File: config.mk
export PLATFORM = sky130hd
export DESIGN_NAME = lock_controller
export DESIGN_NICKNAME = d
export VERILOG_FILES = /design/src/rtl/lock_controller.sv
export SDC_FILE = /design/constraint.sdc
export NUM_CORES = 1
export LEC_CHECK = 0
export ABC_AREA = 1
export ABC_CLOCK_PERIOD_IN_PS = 7730
export CAP_MARGIN = 20
export CORE_AREA = 4 4 109 70
export CTS_BUF_LIST = sky130_fd_sc_hd__clkbuf_8
export CTS_CLUSTER_DIAMETER = 120
export CTS_CLUSTER_SIZE = 24
export DETAILED_ROUTE_END_ITERATION = 10
export DIE_AREA = 0 0 113 74
export GPL_TIMING_DRIVEN = 0
export PLACE_DENSITY = 0.82
export SYNTH_ARGS = -nofsm -noshare
export SYNTH_HDL_FRONTEND = slang
export SYNTH_SLANG_ARGS = --single-unit
File: constraint.sdc
create_clock -name clock -period 7.73 [get_ports clock]
set_input_delay 1.546 -clock clock [delete_from_list [all_inputs] [get_ports clock]]
set_output_delay 1.546 -clock clock [all_outputs]
set_load 0.01 [all_outputs]
File: src/rtl/lock_controller.sv
// Four-digit push-button lock with relock timeout, code programming and
// lockout after repeated wrong entries.
//
// state        | meaning
// -------------+----------------------------------------------------------
// S_ENTRY      | collecting digits of a code attempt
// S_CHECK      | one cycle: compare captured attempt with stored code
// S_OPEN       | unlocked; waits for timeout, relock press or SET start
// S_FAIL       | one cycle: error pulse, bump fail count
// S_LOCKED_OUT | all presses ignored until the lockout timer expires
// S_SET        | unlocked; collecting a new code
module lock_controller #(
    parameter int unsigned UNLOCK_CYCLES  = 100000000,
    parameter int unsigned LOCKOUT_CYCLES = 500000000,
    parameter int unsigned MAX_FAILS      = 3,
    parameter logic [7:0]  DEFAULT_CODE   = 8'b00_01_10_11
) (
    input  logic       clock,
    input  logic       reset,
    input  logic [3:0] btn,
    input  logic       set_mode,
    output logic       unlocked,
    output logic       error,
    output logic       lockout,
    output logic [2:0] digit_count
);

    localparam int unsigned TIMER_MAX =
        (UNLOCK_CYCLES > LOCKOUT_CYCLES) ? UNLOCK_CYCLES : LOCKOUT_CYCLES;
    localparam int TIMER_W = $clog2(64'(TIMER_MAX) + 64'd1);
    localparam int FAIL_W  = (MAX_FAILS < 1) ? 1 : $clog2(MAX_FAILS + 1);

    // Timers count down from N-1 so a state holds for exactly N cycles.
    localparam logic [TIMER_W-1:0] UNLOCK_LOAD  = TIMER_W'(UNLOCK_CYCLES - 1);
    localparam logic [TIMER_W-1:0] LOCKOUT_LOAD = TIMER_W'(LOCKOUT_CYCLES - 1);
    localparam logic [FAIL_W-1:0]  FAIL_LIMIT   = FAIL_W'(MAX_FAILS);

    typedef enum logic [2:0] {
        S_ENTRY,
        S_CHECK,
        S_OPEN,
        S_FAIL,
        S_LOCKED_OUT,
        S_SET
    } state_t;

    state_t              state, state_d;
    logic [3:0]          btn_prev;
    logic [7:0]          entry_reg, entry_d;
    logic [7:0]          code_reg, code_d;
    logic [FAIL_W-1:0]   fail_cnt, fail_d, fail_inc;
    logic [TIMER_W-1:0]  timer, timer_d;
    logic [2:0]          count_d;
    logic                error_d;

    logic [3:0] press;
    logic       press_valid;
    logic       press_multi;
    logic [1:0] press_digit;

    assign press       = btn & ~btn_prev;
    assign press_valid = $onehot(press);
    assign press_multi = (press != 4'b0000) && !press_valid;

    // Bit index of a single-bit press; only meaningful when press_valid.
    always_comb begin
        press_digit = 2'd0;
        for (int i = 0; i < 4; i++) begin
            if (press[i]) press_digit = 2'(i);
        end
    end

    // State register, datapath registers and registered outputs.
    always_ff @(posedge clock) begin
        if (reset) begin
            state       <= S_ENTRY;
            btn_prev    <= btn;
            entry_reg   <= '0;
            code_reg    <= DEFAULT_CODE;
            fail_cnt    <= '0;
            timer       <= '0;
            digit_count <= '0;
            unlocked    <= 1'b0;
            error       <= 1'b0;
            lockout     <= 1'b0;
        end else begin
            state       <= state_d;
            btn_prev    <= btn;
            entry_reg   <= entry_d;
            code_reg    <= code_d;
            fail_cnt    <= fail_d;
            timer       <= timer_d;
            digit_count <= count_d;
            unlocked    <= (state == S_OPEN) || (state == S_SET);
            error       <= error_d;
            lockout     <= (state == S_LOCKED_OUT);
        end
    end

    // Next-state and datapath update; every path starts from hold values.
    always_comb begin
        state_d  = state;
        entry_d  = entry_reg;
        code_d   = code_reg;
        fail_d   = fail_cnt;
        timer_d  = timer;
        count_d  = digit_count;
        error_d  = 1'b0;
        fail_inc = (fail_cnt == FAIL_LIMIT) ? fail_cnt : fail_cnt + 1'b1;

        case (state)
            S_ENTRY: begin
                if (press_multi) begin
                    error_d = 1'b1;
                    entry_d = '0;
                    count_d = '0;
                end else if (press_valid) begin
                    entry_d = {entry_reg[5:0], press_digit};
                    count_d = digit_count + 3'd1;
                    if (digit_count == 3'd3) state_d = S_CHECK;
                end
            end

            S_CHECK: begin
                count_d = '0;
                if (entry_reg == code_reg) begin
                    state_d = S_OPEN;
                    fail_d  = '0;
                    timer_d = UNLOCK_LOAD;
                end else begin
                    state_d = S_FAIL;
                end
            end

            S_OPEN: begin
                if (press_multi) begin
                    error_d = 1'b1;
                    state_d = S_ENTRY;
                end else if (press_valid) begin
                    if (set_mode) begin
                        state_d = S_SET;
                        entry_d = {6'b0, press_digit};
                        count_d = 3'd1;
                        timer_d = UNLOCK_LOAD;
                    end else begin
                        state_d = S_ENTRY;
                    end
                end else if (timer == '0) begin
                    state_d = S_ENTRY;
                end else begin
                    timer_d = timer - 1'b1;
                end
            end

            S_SET: begin
                if (press_multi) begin
                    error_d = 1'b1;
                    count_d = '0;
                    state_d = S_ENTRY;
                end else if (press_valid) begin
                    entry_d = {entry_reg[5:0], press_digit};
                    timer_d = UNLOCK_LOAD;
                    if (digit_count == 3'd3) begin
                        code_d  = {entry_reg[5:0], press_digit};
                        count_d = '0;
                        state_d = S_ENTRY;
                    end else begin
                        count_d = digit_count + 3'd1;
                    end
                end else if (timer == '0) begin
                    count_d = '0;
                    state_d = S_ENTRY;
                end else begin
                    timer_d = timer - 1'b1;
                end
            end

            S_FAIL: begin
                error_d = 1'b1;
                fail_d  = fail_inc;
                if (fail_inc == FAIL_LIMIT) begin
                    state_d = S_LOCKED_OUT;
                    timer_d = LOCKOUT_LOAD;
                end else begin
                    state_d = S_ENTRY;
                end
            end

            S_LOCKED_OUT: begin
                if (timer == '0) begin
                    fail_d  = '0;
                    state_d = S_ENTRY;
                end else begin
                    timer_d = timer - 1'b1;
                end
            end

            default: state_d = S_ENTRY;
        endcase
    end

endmodule

==> impl_metrics.env <==
export IMPL_yosys_register_bits=60
export IMPL_grt_start_max_net_pins=11
export IMPL_worstPathRequired_ns=7.97
export IMPL_async_flop_share_pct=0
export IMPL_fin_crit_ns=4.43
export IMPL_crit_path_end="timer[25]"
export IMPL_via_per_inst=5.72
export IMPL_grt_pass1_vias=3930
export IMPL_grt_first_pass_wirelength_um=19900
export IMPL_p_comb_share_pct=58.6
export IMPL_synth_cell_types=37
export IMPL_hold_path_class="reg -> reg"
export IMPL_seqPwrFrac_pct=25.8
export IMPL_n_antenna_cell=0
export IMPL_fill_cells=609
export IMPL_tritoncts="done"
export IMPL_dieArea_sq_mm=0.00836
export IMPL_slew_headroom_pct=53.3
export IMPL_drv_slew=0
export IMPL_path_clk_slew_ns=0.07
export IMPL_p_int_w=0.000750
export IMPL_cts_htree_levels=3
export IMPL_p_sw_w=0.000802
export IMPL_synth_largest_area_cell="dfxtp_1"
export IMPL_post_drt_wl_per_cell_um=16.1
export IMPL_status="completed"
export IMPL_routed_wl_um=11900
export IMPL_clk_latency_ns=0.36
export IMPL_ant_nets=0
export IMPL_cts_buffers=9
export IMPL_cpMaxStageDelayCell="clkdlybuf4s50_1"
export IMPL_grt_usage_pct=30.8
export IMPL_maxCapViolCount=0
export IMPL_path_class="in -> reg"
export IMPL_root_buffer="clkbuf_8"
export IMPL_drtIter0Drc=605
export IMPL_max_clock_freq_mhz=226
export IMPL_timing_final_crit_share_pct=57.3
export IMPL_syn_cell_area_sq_mm=0.00389
export IMPL_vias=4244
export IMPL_cp_num_cells=16
export IMPL_nets=666
export IMPL_initial_core_util_pct=59.6
export IMPL_cpPeakStageDelay_ns=0.47
export IMPL_r2r_slack_ns=4.68
export IMPL_area_growth_pct=9.93
export IMPL_cts_setup_buffers=0
export IMPL_syn_inst=628
export IMPL_setup_viol=0
export IMPL_critical_path_arrival_ns=4.66
export IMPL_gp_congestion=1.00
export IMPL_overflow=0
export IMPL_synth_top_area_share_pct=30.8
export IMPL_vdd_ir_drop_max_mv=0.209
export IMPL_yosys_warnings=0
export IMPL_yosys_top_cells_area="dfxtp_1 (31%), nand2_1 (15%), nor2_1 (9.7%), inv_1 (6.8%), a21oi_1 (5.7%)"
export IMPL_rows=23
export IMPL_dpl_hpwl_um=8970
export IMPL_critPathBufInv=3
export IMPL_sw_frac_of_total_pct=51.7
export IMPL_ioPinCount=13
export IMPL_setup_tns_ns=0
export IMPL_final_common_cell="nand2_1"
export IMPL_crit_path_max_fanout=7
export IMPL_ctsResizeCount=0
export IMPL_drc=0
export IMPL_postLayoutCoreUtil_pct=65.5
export IMPL_layout_common_cells="nand2_1 (153), nor2_1 (101), inv_1 (72), dfxtp_1 (60), a21oi_1 (44)"
export IMPL_largest_reg_flops=29
export IMPL_worst_pin_slew_ns=0.701
export IMPL_synth_edf_count=0
export IMPL_dr_pass1_iters=6
export IMPL_fin_skew_ns=0.00871
export IMPL_io_buffers=12
export IMPL_reg2reg_from="btn_prev[1]"
export IMPL_cts_buffer_depth=2
export IMPL_die_h_um=74
export IMPL_clkPwrFrac_pct=15.6
export IMPL_cts_sinks=60
export IMPL_critical_path_top_delay_family="simple AND/OR/NAND/NOR gates"
export IMPL_cp_cell_sequence="clkdlybuf4s50_1, inv_1, nor2_1, ha_1, inv_1, xor2_1, ha_1, ha_1, nor3_2, nor2_1, nand2_1, nand3_1, nor2_2, nand2_2, o21ai_1, nor2_1"
export IMPL_synthFlopType="dfxtp_1"
export IMPL_r2r_end="timer[25]"
export IMPL_r2r_cells=14
export IMPL_power_density_mw_per_mm2=363
export IMPL_synth_avg_cell_area_sq_um=6.20
export IMPL_fp_dieW_um=113
export IMPL_antenna_found_initial=0
export IMPL_synth_nets=643
export IMPL_ys_seq_area_share_pct=30.8
export IMPL_grt_setup_unrepaired="no"
export IMPL_layout_drive_gt1_share_pct=7.63
export IMPL_cts_hold_buf=0
export IMPL_start_kind="input pin"
export IMPL_coreArea_sq_mm=0.00653
export IMPL_end_kind="flop"
export IMPL_hold_viol=0
export IMPL_critPathLaunch="btn[1]"
export IMPL_power_leakage_nw=2.02
==> how the worst min path moves through the flow <==
stage / startpoint / cells after the start / slack, ns / end
final: entry_reg[6] / 2 / 0.48 / entry_reg[6]
after global routing: code_reg[1] / 2 / 0.50 / code_reg[1]
after CTS: code_reg[3] / 2 / 0.49 / code_reg[3]
after detailed placement: code_reg[3] / 2 / 0.47 / code_reg[3]
after global placement: entry_reg[7] / 2 / 0.46 / entry_reg[7]
after floorplan: code_reg[5] / 2 / 0.44 / code_reg[5]
==> through the flow <==
step	setup WS [ns]	power [W]	cells	hold slack [ns]	cell area, sq um
2_1_floorplan	3.91	0.00106	628	0.444	3890
3_3_place_gp	3.09	0.00126	727	0.460	4120
3_5_place_dp	2.97	0.00128	727	0.469	4120
4_1_cts	3.34	0.00152	742	0.486	4280
5_1_grt	3.02	0.00169	742	0.502	4280
6_report	3.30	0.00155	742	0.483	4280
==> power groups by stage <==
| stage | combinational, W | sequential (W) | clock [W] |
|---|---|---|---|
| CTS | 0.000882 | 0.000398 | 0.000245 |
| detailed placement | 0.000877 | 0.000404 | 0 |
| floorplan | 0.000663 | 0.000394 | 0 |
| global placement | 0.000861 | 0.000403 | 0 |
| finish | 0.000909 | 0.000400 | 0.000242 |
| global route | 0.00102 | 0.000406 | 0.000264 |
==> Yosys cell counts, types with 3 or more instances <==
| cell type | n |
|---|---|
| a21o_1 | 3 |
| a21oi_1 | 44 |
| buf_2 | 5 |
| clkbuf_1 | 7 |
| dfxtp_1 | 60 |
| ha_1 | 8 |
| inv_1 | 71 |
| inv_2 | 7 |
| nand2_1 | 153 |
| nand2_2 | 5 |
| nand3_1 | 42 |
| nand4_1 | 18 |
| nor2_1 | 101 |
| nor2_2 | 6 |
| nor3_1 | 7 |
| o21ai_0 | 26 |
| o21ai_1 | 21 |
| o21bai_1 | 3 |
| xnor2_1 | 7 |
| xor2_1 | 10 |
==> final cells by class <==
cell class | instances | area [sq um] | area share [%]
Clock inverter | 6 | 33.8 | 0.789
Multi-Input combinational cell | 471 | 2300 | 53.7
Sequential cell | 60 | 1200 | 28.1
Tap cell | 87 | 109 | 2.54
Buffer | 18 | 96.3 | 2.25
Timing Repair Buffer | 12 | 120 | 2.81
Clock buffer | 9 | 124 | 2.89
Inverter | 79 | 297 | 6.93
==> metal layers <==
metal  wire, um  share of wire [%]  GRT usage [%]  vias to the layer above
li1           -                  -              -                     2064
met4        214                1.8           9.87                        0
met1       5460                 46           44.8                     1908
met3       1630                 14           9.19                       27
met5          0                  0              0                        -
met2       4630                 39           44.0                      245
==> cells by family (layout without fill, tap and decap cells) <==
family,Yosys count,in the layout,share of synthesized area (%)
buffers and inverters,97,124,10.1
adder cells (fa/ha/maj),8,8,2.57
XOR/XNOR,17,17,3.82
AO/OA/AOI/OAI,104,104,14.2
flip-flops,60,60,30.8
AND/OR/NAND/NOR,342,342,38.4
==> tightest hold or removal path: cells and delay by family, from the launching register on <==
family                 cells  cell delay (ns)
AO/OA/AOI/OAI              1             0.06
buffers and inverters      1             0.06
flip-flops                 1             0.31
(Power assumes the default switching activity.)
